### config.mk
export PLATFORM = sky130hd
export DESIGN_NAME = uart_tx_arbiter
export DESIGN_NICKNAME = d
export VERILOG_FILES = /design/src/rtl/uart_tx_arbiter.sv
export SDC_FILE = /design/constraint.sdc
export NUM_CORES = 1
export LEC_CHECK = 0
export BUFFER_PORTS_ARGS = -buffer_cell sky130_fd_sc_hd__buf_2
export CAP_MARGIN = 40
export CORE_ASPECT_RATIO = 0.5
export CORE_MARGIN = 4
export CORE_UTILIZATION = 52
export CTS_BUF_LIST = sky130_fd_sc_hd__clkbuf_4 sky130_fd_sc_hd__clkbuf_8
export CTS_CLUSTER_SIZE = 12
export DETAILED_ROUTE_END_ITERATION = 10
export PLACE_DENSITY_LB_ADDON = 0.25
export RECOVER_POWER = 25
export SETUP_SLACK_MARGIN = 0.2
export SYNTH_ARGS = -nofsm -noshare
export SYNTH_HDL_FRONTEND = slang
export SYNTH_SLANG_ARGS = --single-unit
### constraint.sdc
create_clock -name clock -period 4.47 [get_ports clock]
set_clock_uncertainty 0.1 [all_clocks]
set_input_delay 0.2235 -clock clock [delete_from_list [all_inputs] [get_ports clock]]
set_output_delay 0.2235 -clock clock [all_outputs]
set_load 0.01 [all_outputs]
### src/rtl/uart_tx_arbiter.sv
// Round-robin share of one UART transmitter among NUM_REQ byte producers, plus the baud tick divider.
// Accept-to-tx_valid is 1 cycle; tx_ready low stalls in HOLD indefinitely, with every req_ready held low.
module uart_tx_arbiter #(
  parameter int NUM_REQ  = 4,
  parameter int TICK_DIV = 16,
  parameter int CNT_W    = 16,
  localparam int ID_W    = $clog2(NUM_REQ),
  localparam int DIV_W   = $clog2(TICK_DIV)
) (
  input  logic                 clock,
  input  logic                 reset,
  input  logic [NUM_REQ-1:0]   req_valid,
  input  logic [NUM_REQ*8-1:0] req_bits,
  output logic [NUM_REQ-1:0]   req_ready,
  output logic                 tx_valid,
  output logic [7:0]           tx_bits,
  input  logic                 tx_ready,
  output logic                 tick,
  output logic [ID_W-1:0]      grant_id,
  output logic                 busy,
  output logic [CNT_W-1:0]     sent_count
);

  typedef enum logic {IDLE, HOLD} state_t;

  state_t             state_q, state_d;
  logic [ID_W-1:0]    ptr_q, ptr_d;
  logic [ID_W-1:0]    grant_id_q, grant_id_d;
  logic               tx_valid_q, tx_valid_d;
  logic [7:0]         tx_bits_q, tx_bits_d;
  logic [CNT_W-1:0]   sent_count_q, sent_count_d;
  logic [DIV_W-1:0]   div_q, div_d;
  logic [NUM_REQ-1:0] rdy;
  logic               found;
  logic [ID_W-1:0]    gnt;
  logic [ID_W:0]      sum;

  // Search starts at ptr and wraps; the extra sum bit holds ptr+k before folding.
  always_comb begin
    found = 1'b0;
    gnt   = '0;
    sum   = '0;
    for (int k = 0; k < NUM_REQ; k++) begin
      sum = {1'b0, ptr_q} + (ID_W+1)'(k);
      if (sum >= (ID_W+1)'(NUM_REQ)) sum = sum - (ID_W+1)'(NUM_REQ);
      if (!found && req_valid[sum[ID_W-1:0]]) begin
        found = 1'b1;
        gnt   = sum[ID_W-1:0];
      end
    end
  end

  always_comb begin
    state_d      = state_q;
    ptr_d        = ptr_q;
    grant_id_d   = grant_id_q;
    tx_valid_d   = tx_valid_q;
    tx_bits_d    = tx_bits_q;
    sent_count_d = sent_count_q;
    rdy          = '0;
    div_d        = (div_q == DIV_W'(TICK_DIV-1)) ? '0 : div_q + DIV_W'(1);
    case (state_q)
      IDLE: begin
        if (found) begin
          rdy[gnt]   = 1'b1;
          tx_bits_d  = req_bits[gnt*8 +: 8];
          grant_id_d = gnt;
          ptr_d      = (gnt == ID_W'(NUM_REQ-1)) ? '0 : gnt + ID_W'(1);
          tx_valid_d = 1'b1;
          state_d    = HOLD;
        end
      end
      HOLD: begin
        if (tx_ready) begin
          tx_valid_d   = 1'b0;
          sent_count_d = sent_count_q + CNT_W'(1);
          state_d      = IDLE;
        end
      end
      default: state_d = IDLE;
    endcase
  end

  always_ff @(posedge clock) begin
    if (!reset) begin
      state_q      <= IDLE;
      ptr_q        <= '0;
      grant_id_q   <= '0;
      tx_valid_q   <= 1'b0;
      tx_bits_q    <= '0;
      sent_count_q <= '0;
      div_q        <= '0;
    end else begin
      state_q      <= state_d;
      ptr_q        <= ptr_d;
      grant_id_q   <= grant_id_d;
      tx_valid_q   <= tx_valid_d;
      tx_bits_q    <= tx_bits_d;
      sent_count_q <= sent_count_d;
      div_q        <= div_d;
    end
  end

  // The divider register is stale while reset is low, so both strobes are gated.
  assign req_ready  = reset ? rdy : '0;
  assign tick       = reset && (div_q == DIV_W'(TICK_DIV-1));
  assign tx_valid   = tx_valid_q;
  assign tx_bits    = tx_bits_q;
  assign grant_id   = grant_id_q;
  assign busy       = tx_valid_q;
  assign sent_count = sent_count_q;

endmodule

; ---- After elaboration in Yosys (flattened, before gate mapping)
; Index checks and enable logic that the tools add are counted.
[totals]
reg_bits = 34
wordCells = 78
[op_classes]
order_cmp = 10
n_eq_ne = 4
n_mux = 32
shifts = 1
reduce_logical = 12
bitwise = 2
n_addsub = 10
[ops]
columns = cell, n
row1 = variable part select 32 x 6 -> 8 bit, 1
row2 = 2-to-1 mux 2 bit, 9
row3 = "adder 16 x 1 -> 16 bit, second input constant", 1
row4 = "less-than comparator 2 x 3 -> 1 bit, second input constant", 5
row5 = 2-to-1 mux 1 bit, 13
row6 = 2-to-1 mux 4 bit, 3
row7 = ">= comparator 3 bit, second input constant", 3
row8 = binary-select mux 1 bit (select 2 bit), 4
row9 = "subtractor 2 x 1 -> 2 bit, second input constant", 4
row10 = "adder 2 x 2 -> 3 bit, second input constant", 2
row11 = AND reduction 2 bit, 3
row12 = logical AND 1 bit, 5
row13 = "adder 4 x 1 -> 4 bit, second input constant", 1
row14 = "equality test 4 bit, second input constant", 1
row15 = "!= test 2 bit, second input constant", 2
row16 = case mux 1 bit (2 select lines), 2
row17 = "adder 2 x 1 -> 3 bit, second input constant", 1
row18 = ">= comparator 2 x 3 -> 1 bit, second input constant", 1
row19 = logical NOT 1 bit, 3
row20 = "adder 2 x 1 -> 2 bit, second input constant", 1
row21 = demux 1 bit (select 2 bit), 1
row22 = "equality test 2 bit, second input constant", 1
row23 = ">= comparator 2 x 1 -> 1 bit, second input constant", 1
row24 = NOT 1 bit, 2
row25 = OR reduction 2 bit, 1

; ---- Longest topological paths before layout
; Gate-level depths: netlist (run 1).
[logic_depth]
depth_word = 21
mapped_depth = 6
mapped_depth_nobuf = 6

; ---- Least setup slack after synthesis (run 1)
; OpenSTA, ideal clock, no wires.
[synth_timing]
path_kind = reg-to-output
startpoint = reg ptr_q[1]
endpoint = out req_ready[1]
slack_ns = 2.752
path_stages_with_launch = 7
arrival_time_ns = 1.395
path_cell_list = dfxtp_1 > nand2_1 > nand3b_1 > a2bb2oi_1 > or2_2 > buf_2 > nor3_1
[synth_via]
elab_chain_cells = 21
word_cells_on_any_way = 45
cone_classes = add/sub (7) / order compare (6) / mux (25) / reduce/logical (7)
[synth_lines]
columns = item, line
row1 = start: declaration, 27  ; logic [ID_W-1:0] ptr_q, ptr_d;
row2 = start signal: assignment, 95  ; ptr_q <= ptr_d;
row3 = "parallel branches: the longest is 18 deep, another holds adder 2 x 1 -> 3 bit", --
row4 = 2-to-1 mux 4 bit (*), 64  ; if (found) begin
row5 = 2-to-1 mux 4 bit (*), 62  ; case (state_q)
row6 = 2-to-1 mux 4 bit (*), 105  ; assign req_ready = reset ? rdy : '0;
row7 = end: declaration, 14  ; output logic [NUM_REQ-1:0] req_ready,
; Mark *: on every way between the ends. The select of a mux whose other input is x is not followed.

; ---- Worst setup path in the final report (run 1)
; Same ends and word-level chain as after synthesis.

==> impl_metrics.py, run 1 <==
metrics = {
    "placement": {
        "postPlaceCellArea_um2": 2020,
        "io_buffers": 71,
        "gp_congestion": 0.752,
        "dpl.hpwl_mm": 2.83,
    },
    "cells_and_area": {
        "area_delta_synth_final_pct": 28.6,
        "final_cell_area_um2": 2120,
        "fillers": 254,
        "nets": 299,
        "diodes": 0,
        "drive_gt1_share_pct": 28.3,
    },
    "logic_synthesis": {
        "synth_adder_area_share_pct": 2.28,
        "synthMuxAreaShare_pct": 10.3,
        "synth_flop_cell": "dfxtp_1",
        "synthArstFlopShare_pct": 0,
        "synth_top_area_cell": "dfxtp_1",
        "yosys-top-cells-area": "dfxtp_1, mux2i_1, nor2_1, xor2_1, nand2_1",
        "synth_compound_area_share_pct": 10.5,
        "synth_nets": 229,
        "synth_warnings": 0,
        "synthSimpleGateAreaFrac_pct": 23.7,
        "syn_inst": 187,
        "yosysMostFrequentCell": "dfxtp_1",
        "synth_top_area_share_pct": 41.3,
        "seq_area_frac_synth_pct": 41.3,
        "synth_edf_count": 0,
        "ys_ff_latch": 34,
        "syn-cell-area_um2": 1650,
        "synth_top_family_by_area": "simple AND/OR/NAND/NOR gates",
        "synth-xor-area-share_pct": 7.98,
        "syn_area_per_cell_um2": 8.81,
        "yosys-top-cells-count": "dfxtp_1, nor2_1, nand2_1",
        "ys_types": 32,
    },
    "power_and_ir_drop": {
        "ir_drop_mv": 0.254,
        "p_leak_nw": 0.960,
        "p_per_area_nw_per_um2": 367,
    },
    "cts": {
        "h-tree-depth": 2,
        "insertion_delay_ns": 0.28,
        "cts_resized": 0,
        "cts_made_buffers": 5,
        "post-cts-setup-buffers": 0,
        "cts_tree": "built",
        "clk_pin_slew_ns": 0.07,
        "cts.sinks": 34,
        "clock_path_buffers": 2,
        "cts-root-buf": "clkbuf_8",
        "cts_hold_buf": 0,
    },
    "floorplan": {
        "rows": 14,
        "io_pins": 72,
        "die_w_um": 87.6,
        "die_height_um": 47.8,
        "start_util_pct": 54.7,
        "die_area_um2": 4190,
        "core-area_um2": 3010,
    },
    "run": {
        "max_cap_viol_count": 0,
    },
    "setup_path": {
        "crit_fanout": 9,
        "worstSetupPathType": "register to output pin",
        "cp_slowest_stage_delay_ns": 0.41,
        "startpoint_type": "register",
        "cpMaxStageDelayCell": "or2_2",
        "cp.required_ns": 4.15,
        "r2r_start": "ptr_q[1]",
        "worstPathArrival_ns": 1.81,
        "worstSetupEndpointType": "output pin",
        "path_cells": "nand2_1 -> nand3b_1 -> a2bb2oi_1 -> or2_2 -> nor3_1 -> buf_2",
        "startpoint": "ptr_q[1]",
    },
    "timing": {
        "fin_worst_hold_slack_ns": 0.127,
        "layout_min_cycle_time_ns": 2.14,
        "clock.fmax_ghz": 0.468,
        "setup-tns-final_ns": 0,
        "hold_viol": 0,
        "tightest_slew_ns": 0.711,
        "rsz0062_at_grt": "false",
        "setup_violations": 0,
        "maxSlewViolCount": 0,
        "worst_slew_margin_rel_pct": 52.6,
        "fin_crit_sh_pct": 47.8,
    },
    "routing": {
        "routedWlPerCell_um": 12.8,
        "routed_wl_mm": 3.82,
        "ant_nets": 0,
        "via_count": 1554,
        "drt-pass1-iter-count": 4,
        "vias_per_cell": 5.21,
        "drtIter0Drc": 52,
        "drc": 0,
    },
    "worst_hold_path": {
        "min-delay-start": "tx_ready",
        "min_path_type": "input pin to register",
    },
    "global_route": {
        "grt_max_degree": 22,
        "antenna_found_initial": 0,
        "grt.overflow.total": 0,
        "grt_use_total_pct": 18.7,
        "grt_pass1_vias": 1367,
        "grt_pass1_wl_mm": 5.92,
    },
    "outcome": {
        "status": "finished clean",
    },
}
==> routing by layer <==
layer / vias to the layer above / global-route usage [%] / routed length [um]
met4: 0 / 7.34 / 46
met3: 5 / 6.70 / 335
met1: 693 / 22.4 / 1730
met5: - / 0 / 0
li1: 796 / - / -
met2: 60 / 31.7 / 1710
==> worst paths after layout <==
path,to,slack (ns),cells after the start
setup / recovery,req_ready[1],2.33,6
setup reg to reg,tx_bits[3],2.42,6
hold / removal,sent_count[1],0.13,3
hold reg to reg,grant_id[1],0.36,2
==> through the flow <==
stage          total power [mW]  util (%)  setup WS, ns  cells
6_report                  0.777      70.3          2.33    298
5_1_grt                   0.812      70.3          2.17    298
4_1_cts                   0.787      70.8          2.33    298
3_5_place_dp              0.498      67.1          2.40    290
3_3_place_gp              0.487      66.6          2.26    289
2_1_floorplan             0.445         -          2.75    187
==> sequential cells by signal, summed over array words and instances, names as in the netlist <==
signal	count
busy	1
grant_id	2
sent_count	16
state_q	1
ptr_q	2
div_q	4
tx_bits	8
==> where the power goes <==
group	switching, mW	internal, mW
combinational	0.0803	0.0681
clock	0.110	0.179
sequential	0.0153	0.324
total	0.206	0.571
==> cell families (layout without fill, tap and decap cells) <==
logic type / count (synthesis) / after routing
adder cells (fa/ha/maj): 3 / 3
buffers and inverters: 13 / 84
flip-flops: 34 / 34
AND/OR/NAND/NOR: 80 / 80
XOR/XNOR: 15 / 15
AO/OA/AOI/OAI: 25 / 25
multiplexers: 17 / 17
==> cell usage in the layout (no fill, tap or decap) <==
| cell type | count |
|---|---|
| nor3_1 | 3 |
| and4_1 | 3 |
| buf_8 | 1 |
| nand4_1 | 4 |
| nand2_1 | 19 |
| or2_2 | 2 |
| o21ai_0 | 2 |
| nor3b_1 | 1 |
| clkbuf_1 | 13 |
| inv_1 | 4 |
| mux2i_1 | 17 |
| bufinv_16 | 1 |
| nand4b_1 | 1 |
| xor2_1 | 9 |
| clkbuf_8 | 5 |
| a21oi_1 | 12 |
| nor4_1 | 1 |
| o221ai_1 | 8 |
| xnor2_1 | 6 |
| nor2_2 | 2 |
| nand3b_1 | 1 |
| clkbuf_4 | 2 |
| or3_1 | 2 |
| or2b_1 | 1 |
| buf_2 | 58 |
| nand3_1 | 14 |
| a21oi_2 | 1 |
| and3_1 | 3 |
| a2bb2oi_1 | 1 |
| and2_1 | 2 |
| dfxtp_1 | 34 |
| o2bb2ai_2 | 1 |
| nor2_1 | 21 |
| ha_1 | 3 |
==> critical path: cells and delay by family (launching register included) <==
family,cells,cell delay [ns]
flops,1,0.40
simple gates,4,0.82
buf+inv,1,0.17
compound gates,1,0.13
==> cell type report <==
class	instances	area (um^2)	share of cell area, %
clock buffer	7	83.8	3.96
clock inverter	1	30.0	1.42
inverter	4	15.0	0.709
multi-input combinational	140	905	42.7
sequential	34	681	32.1
tap	40	50.0	2.36
timing repair buffer	72	354	16.7
(Power assumes the default switching activity.)
==> inputs of run 2 (changes only) <==
Settings changed: ABC_AREA set to 1, CORE_UTILIZATION 52 to 47.
Clock period 4.47 ns to 1.8 ns, I/O delays scaled along.
==> impl_metrics.py, run 2 <==
metrics = {
    "outcome": {
        "status": "finished, violations left",
        "violations": "negative setup slack",
    },
    "logic_synthesis": {
        "seq_area_frac_synth_pct": 33.0,
        "synth_edf_count": 0,
        "ys_types": 30,
        "yosys-top-cells-count": "nand2_1, nor2_1, dfxtp_1",
        "synthArstFlopShare_pct": 0,
        "synth_warnings": 0,
        "yosys-top-cells-area": "dfxtp_1, nand2_1, nor2_1, inv_1, nand2_2",
        "synth_adder_area_share_pct": 1.82,
        "syn-cell-area_um2": 2060,
        "ys_ff_latch": 34,
        "syn_inst": 313,
        "synth_top_family_by_area": "simple AND/OR/NAND/NOR gates",
        "synthSimpleGateAreaFrac_pct": 46.1,
        "synthMuxAreaShare_pct": 0,
        "synth_flop_cell": "dfxtp_1",
        "synth_top_area_cell": "dfxtp_1",
        "yosysMostFrequentCell": "nand2_1",
        "synth_nets": 355,
        "synth_top_area_share_pct": 33.0,
        "synth_compound_area_share_pct": 7.77,
        "synth-xor-area-share_pct": 0.425,
        "syn_area_per_cell_um2": 6.59,
    },
    "run": {
        "max_cap_viol_count": 0,
    },
    "power_and_ir_drop": {
        "intPower_mw": 2.97,
        "report.power.total_mw": 5.45,
        "seqPwrFrac_pct": 18.6,
        "ir_drop_mv": 1.13,
        "pwr-share-comb_pct": 65.1,
        "pwr-share-clk_pct": 16.3,
        "p_leak_nw": 1.72,
        "switching_power_mw": 2.48,
        "switching_share_pct": 45.5,
        "p_per_area_nw_per_um2": 1550,
    },
    "cts": {
        "cts_tree": "built",
        "cts.sinks": 34,
        "insertion_delay_ns": 0.29,
        "clock_path_buffers": 2,
        "cts-root-buf": "clkbuf_8",
        "cts_made_buffers": 5,
        "clk_pin_slew_ns": 0.08,
        "cts_hold_buf": 0,
        "h-tree-depth": 2,
    },
    "routing": {
        "routed_wl_mm": 8.02,
        "vias_per_cell": 5.45,
        "ant_nets": 0,
        "routedWlPerCell_um": 16.3,
        "via_count": 2688,
        "drt-pass1-iter-count": 5,
        "drc": 0,
        "drtIter0Drc": 218,
    },
    "cells_and_area": {
        "drive_gt1_share_pct": 54.0,
        "multi_input_area_um2": 1560,
        "area_delta_synth_final_pct": 70.0,
        "nets": 480,
        "seqCellArea_um2": 699,
        "fillers": 211,
        "final_util_pct": 86.3,
        "mostFrequentLayoutCells": "buf_2, nand2_1, nor2_1",
        "mostFrequentLayoutCell": "buf_2",
        "largest_reg_flops": 16,
        "diodes": 0,
    },
    "global_route": {
        "grt_pass1_vias": 2311,
        "grt_use_total_pct": 22.2,
        "grt_pass1_wl_mm": 9.74,
        "antenna_found_initial": 0,
        "grt_max_degree": 16,
        "grt.overflow.total": 0,
    },
    "setup_path": {
        "crit_fanout": 5,
        "critPathCapture": "req_ready[3]",
        "r2r_start": "ptr_q[1]",
        "cp.required_ns": 1.61,
        "startpoint_type": "register",
        "reg2reg_depth": 16,
        "rr_endpoint": "tx_bits[7]",
        "worstSetupEndpointType": "output pin",
        "startpoint": "ptr_q[1]",
        "worstPathArrival_ns": 2.02,
        "r2r_slack_ns": -0.36,
        "worstSetupPathType": "register to output pin",
    },
    "floorplan": {
        "die_w_um": 102,
        "io_pins": 72,
        "die_area_um2": 5580,
        "core-area_um2": 4060,
        "die_height_um": 54.8,
        "start_util_pct": 50.7,
        "rows": 16,
    },
    "timing": {
        "maxSlewViolCount": 0,
        "tightest_slew_ns": 0.565,
        "fin_worst_hold_slack_ns": 0.0305,
        "clock.fmax_ghz": 0.453,
        "rsz0062_at_grt": "true",
        "setup_violations": 17,
        "worst_slew_margin_rel_pct": 62.3,
        "fin_crit_sh_pct": 123,
        "layout_min_cycle_time_ns": 2.21,
        "final.setup.worst_slack_ns": -0.407,
        "hold_viol": 0,
    },
    "placement": {
        "io_buffers": 71,
        "gp_congestion": 0.889,
        "dpl.hpwl_mm": 4.10,
    },
    "worst_hold_path": {
        "min_path_type": "input pin to register",
        "min-delay-start": "req_bits[24]",
    },
}
-- run 2: cell count changes after synthesis, moves of 9 or more --
cell / delta
inv_1: +29
mux2i_1: -17
xor2_1: -9
nor2_1: +26
nand2_2: +19
nand2_1: +58
-- run 2: area by class of cell --
class                   count  area share (%)
well taps                  54            1.93
multi-input cells         233            44.5
repair buffers            126            24.5
inverters                  38            5.07
clock buffers               6            2.36
flip-flops and latches     34            20.0
clock inverters             2            1.71
-- run 2: how the worst min path moves through the flow --
stage / end / slack [ns] / depth (start not counted)
floorplan: sent_count[3] / 0.12 / 2
global placement: tx_bits[2] / 0.29 / 5
detailed placement: tx_bits[3] / 0.30 / 5
CTS: tx_bits[3] / 0.02 / 5
global route: tx_bits[1] / 0.05 / 5
finish: tx_bits[0] / 0.03 / 5
-- run 2: per-stage QoR --
stage / area (um^2) / setup TNS, ns / worst slack (ns) / cells
floorplan: 2110 / -0.0316 / -0.0316 / 313
global placement: 2590 / -0.135 / -0.0374 / 446
detailed placement: 2590 / -0.677 / -0.0859 / 446
CTS: 3030 / -2.06 / -0.272 / 472
global route: 3510 / -6.15 / -0.474 / 493
finish: 3510 / -4.89 / -0.407 / 493
-- run 2: worst max-delay path, cell delays in order (launching register included) --
cell     delay [ns]
dfxtp_4        0.39
buf_4          0.15
nand2_4        0.06
nand2_4        0.06
nand2_2        0.06
nand2_2        0.07
nor2_4         0.17
nand3_4        0.17
nand3_4        0.14
inv_8          0.05
ha_4           0.16
inv_4          0.05
nor3_2         0.03
buf_2          0.16
-- run 2: layer usage --
layer | global-route usage (%) | wire, um | vias to the layer above
li1 | - | - | 1250
met1 | 24.0 | 3240 | 1255
met2 | 42.5 | 3900 | 140
met3 | 5.09 | 538 | 43
met4 | 10.6 | 340 | 0
met5 | 0 | 0 | -
-- run 2: cells by family (layout without fill, tap and decap cells) --
group / after synthesis / in the layout
simple gates: 199 / 199
buf+inv: 46 / 172
flops: 34 / 34
compound gates: 30 / 30
fa+ha+maj: 3 / 3
xor+xnor: 1 / 1
-- run 2: timing repair --
| action | 4_1_cts | 5_1_grt |
|---|---|---|
| setup endpoints to repair | 21 | 27 |
| gates cloned | 0 | 1 |
| resized for setup | 47 | 82 |
| buffers inserted | 18 | 20 |
| pin swaps | 29 | 35 |
| endpoints found under the hold margin | 0 | 0 |
-- run 2: power groups by stage --
stage	clock, mW	sequential [mW]	combinational (mW)
after floorplan	0	1.03	1.60
after global placement	0	0.988	2.07
after detailed placement	0	0.994	2.14
after CTS	0.881	0.987	2.52
after global routing	0.920	1.02	3.75
final	0.890	1.01	3.54
==> inputs of run 3 (changes only) <==
Settings changed: TNS_END_PERCENT set to 30.
==> impl_metrics.py, run 3 (synthesis gave the netlist of run 2 again) <==
metrics = {
    "power_and_ir_drop": {
        "p_per_area_nw_per_um2": 1640,
        "p_leak_nw": 1.55,
        "ir_drop_mv": 1.41,
    },
    "cells_and_area": {
        "fillers": 289,
        "largest_reg_flops": 16,
        "drive_gt1_share_pct": 47.8,
        "mostFrequentLayoutCell": "buf_2",
        "mostFrequentLayoutCells": "buf_2, nand2_1, nor2_1",
        "final_cell_area_um2": 3170,
        "area_delta_synth_final_pct": 53.6,
        "nets": 466,
        "diodes": 0,
    },
    "timing": {
        "clock.fmax_ghz": 0.462,
        "setup_violations": 17,
        "setup-tns-final_ns": -3.83,
        "fin_crit_sh_pct": 120,
        "maxSlewViolCount": 0,
        "rsz0062_at_grt": "true",
        "hold_viol": 0,
        "tightest_slew_ns": 0.463,
        "layout_min_cycle_time_ns": 2.17,
        "worst_slew_margin_rel_pct": 69.1,
        "final.setup.worst_slack_ns": -0.366,
    },
    "cts": {
        "insertion_delay_ns": 0.30,
        "cts.sinks": 34,
        "cts_made_buffers": 5,
        "clock_path_buffers": 2,
        "cts_tree": "built",
        "cts-root-buf": "clkbuf_8",
        "clk_pin_slew_ns": 0.08,
        "h-tree-depth": 2,
    },
    "setup_path": {
        "worstPathArrival_ns": 1.98,
        "worstSetupEndpointType": "output pin",
        "reg2reg_depth": 15,
        "r2r_slack_ns": -0.30,
        "cp.required_ns": 1.61,
        "crit_fanout": 5,
        "startpoint_type": "register",
        "r2r_start": "ptr_q[1]",
        "worstSetupPathType": "register to output pin",
        "rr_endpoint": "tx_bits[1]",
    },
    "global_route": {
        "grt_max_degree": 16,
        "grt.overflow.total": 0,
        "grt_pass1_vias": 2253,
        "grt_use_total_pct": 22.0,
        "grt_pass1_wl_mm": 9.54,
        "antenna_found_initial": 0,
    },
    "floorplan": {
        "io_pins": 72,
        "die_w_um": 102,
        "start_util_pct": 50.7,
        "die_height_um": 54.8,
        "die_area_um2": 5580,
        "core-area_um2": 4060,
        "rows": 16,
    },
    "placement": {
        "io_buffers": 71,
        "preCtsSetupSlack_ns": -0.149,
        "dpl.hpwl_mm": 4.11,
        "postPlaceCellArea_um2": 2610,
        "gp_congestion": 0.862,
    },
    "run": {
        "max_cap_viol_count": 0,
    },
    "worst_hold_path": {
        "holdPathEnd": "tx_bits[3]",
        "min-delay-start": "req_bits[19]",
        "min_delay_path_depth": 5,
        "min_path_type": "input pin to register",
    },
    "routing": {
        "routedWlPerCell_um": 15.0,
        "drt-pass1-iter-count": 8,
        "routed_wl_mm": 7.16,
        "ant_nets": 0,
        "via_count": 2542,
        "drc": 0,
        "drtIter0Drc": 208,
        "vias_per_cell": 5.31,
    },
    "outcome": {
        "status": "finished, violations left",
        "violations": "negative setup slack",
    },
}
run 3: cell types whose count changed in the layout (fill, tap and decap cells not counted), moves of 3 or more:
cell | before | now
nand2_1 | 52 | 55
nand2_8 | 4 | 0
buf_4 | 34 | 26
buf_6 | 18 | 10
nand3_1 | 9 | 13
nor2_4 | 9 | 5
inv_1 | 27 | 31
nand3_2 | 13 | 10
nand2_2 | 29 | 32
run 3: through the flow:
step / std cells / hold slack, ns / utilization, % / power [mW]
detailed placement: 451 / 0.319 / 64.3 / 3.15
floorplan: 313 / 0.121 / - / 2.60
global route: 479 / 0.0513 / 78.0 / 5.46
finish: 479 / 0.0127 / 78.0 / 5.21
global placement: 451 / 0.310 / 64.3 / 3.09
CTS: 470 / 0.0141 / 72.2 / 4.33
run 3: worst max path at each step:
stage | start | endpoint | slack [ns]
floorplan | ptr_q[0] | ptr_q[1] | -0.03
global placement | ptr_q[0] | tx_bits[0] | -0.1
detailed placement | ptr_q[0] | tx_bits[0] | -0.15
CTS | ptr_q[0] | req_ready[3] | -0.25
global route | ptr_q[1] | req_ready[3] | -0.43
finish | ptr_q[1] | req_ready[2] | -0.37
run 3: per-layer routing:
metal	wire (um)	up-vias	part of all wire, %	global-route usage [%]
li1	-	1211	-	-
met5	0	-	0	0
met2	3400	150	47	39.1
met1	2890	1134	40	24.5
met4	316	0	4.4	14.6
met3	555	47	7.7	4.83
run 3: report_power, final:
part | switching (mW) | internal [mW]
sequential | 0.118 | 0.897
combinational | 1.94 | 1.52
clock | 0.292 | 0.445
total | 2.35 | 2.86
run 3: what timing repair did:
item                       4_1_cts  5_1_grt
gates resized for setup         37       48
setup buffers                   10        8
pin swaps                       21       19
hold buffers                     0        0
cloned                           1        1
setup endpoints to repair       21       25
run 3: cell type report:
cell class	count	area [um^2]	area share, %
sequential	34	692	21.8
tap	54	67.6	2.13
timing repair buffer	111	724	22.9
multi-input combinational	233	1400	44.2
inverter	38	163	5.13
clock inverter	1	30.0	0.948
clock buffer	7	83.8	2.65
timing repair inverter	1	6.26	0.197
run 3: critical path, stage by stage, from the launching register on:
cell	delay [ns]
dfxtp_4	0.39
inv_2	0.10
nand2_2	0.09
nand2_2	0.08
nand2_2	0.08
nand2_2	0.06
nor2_4	0.15
nand3_2	0.11
nand3_4	0.14
inv_1	0.10
nor3_2	0.20
buf_2	0.17
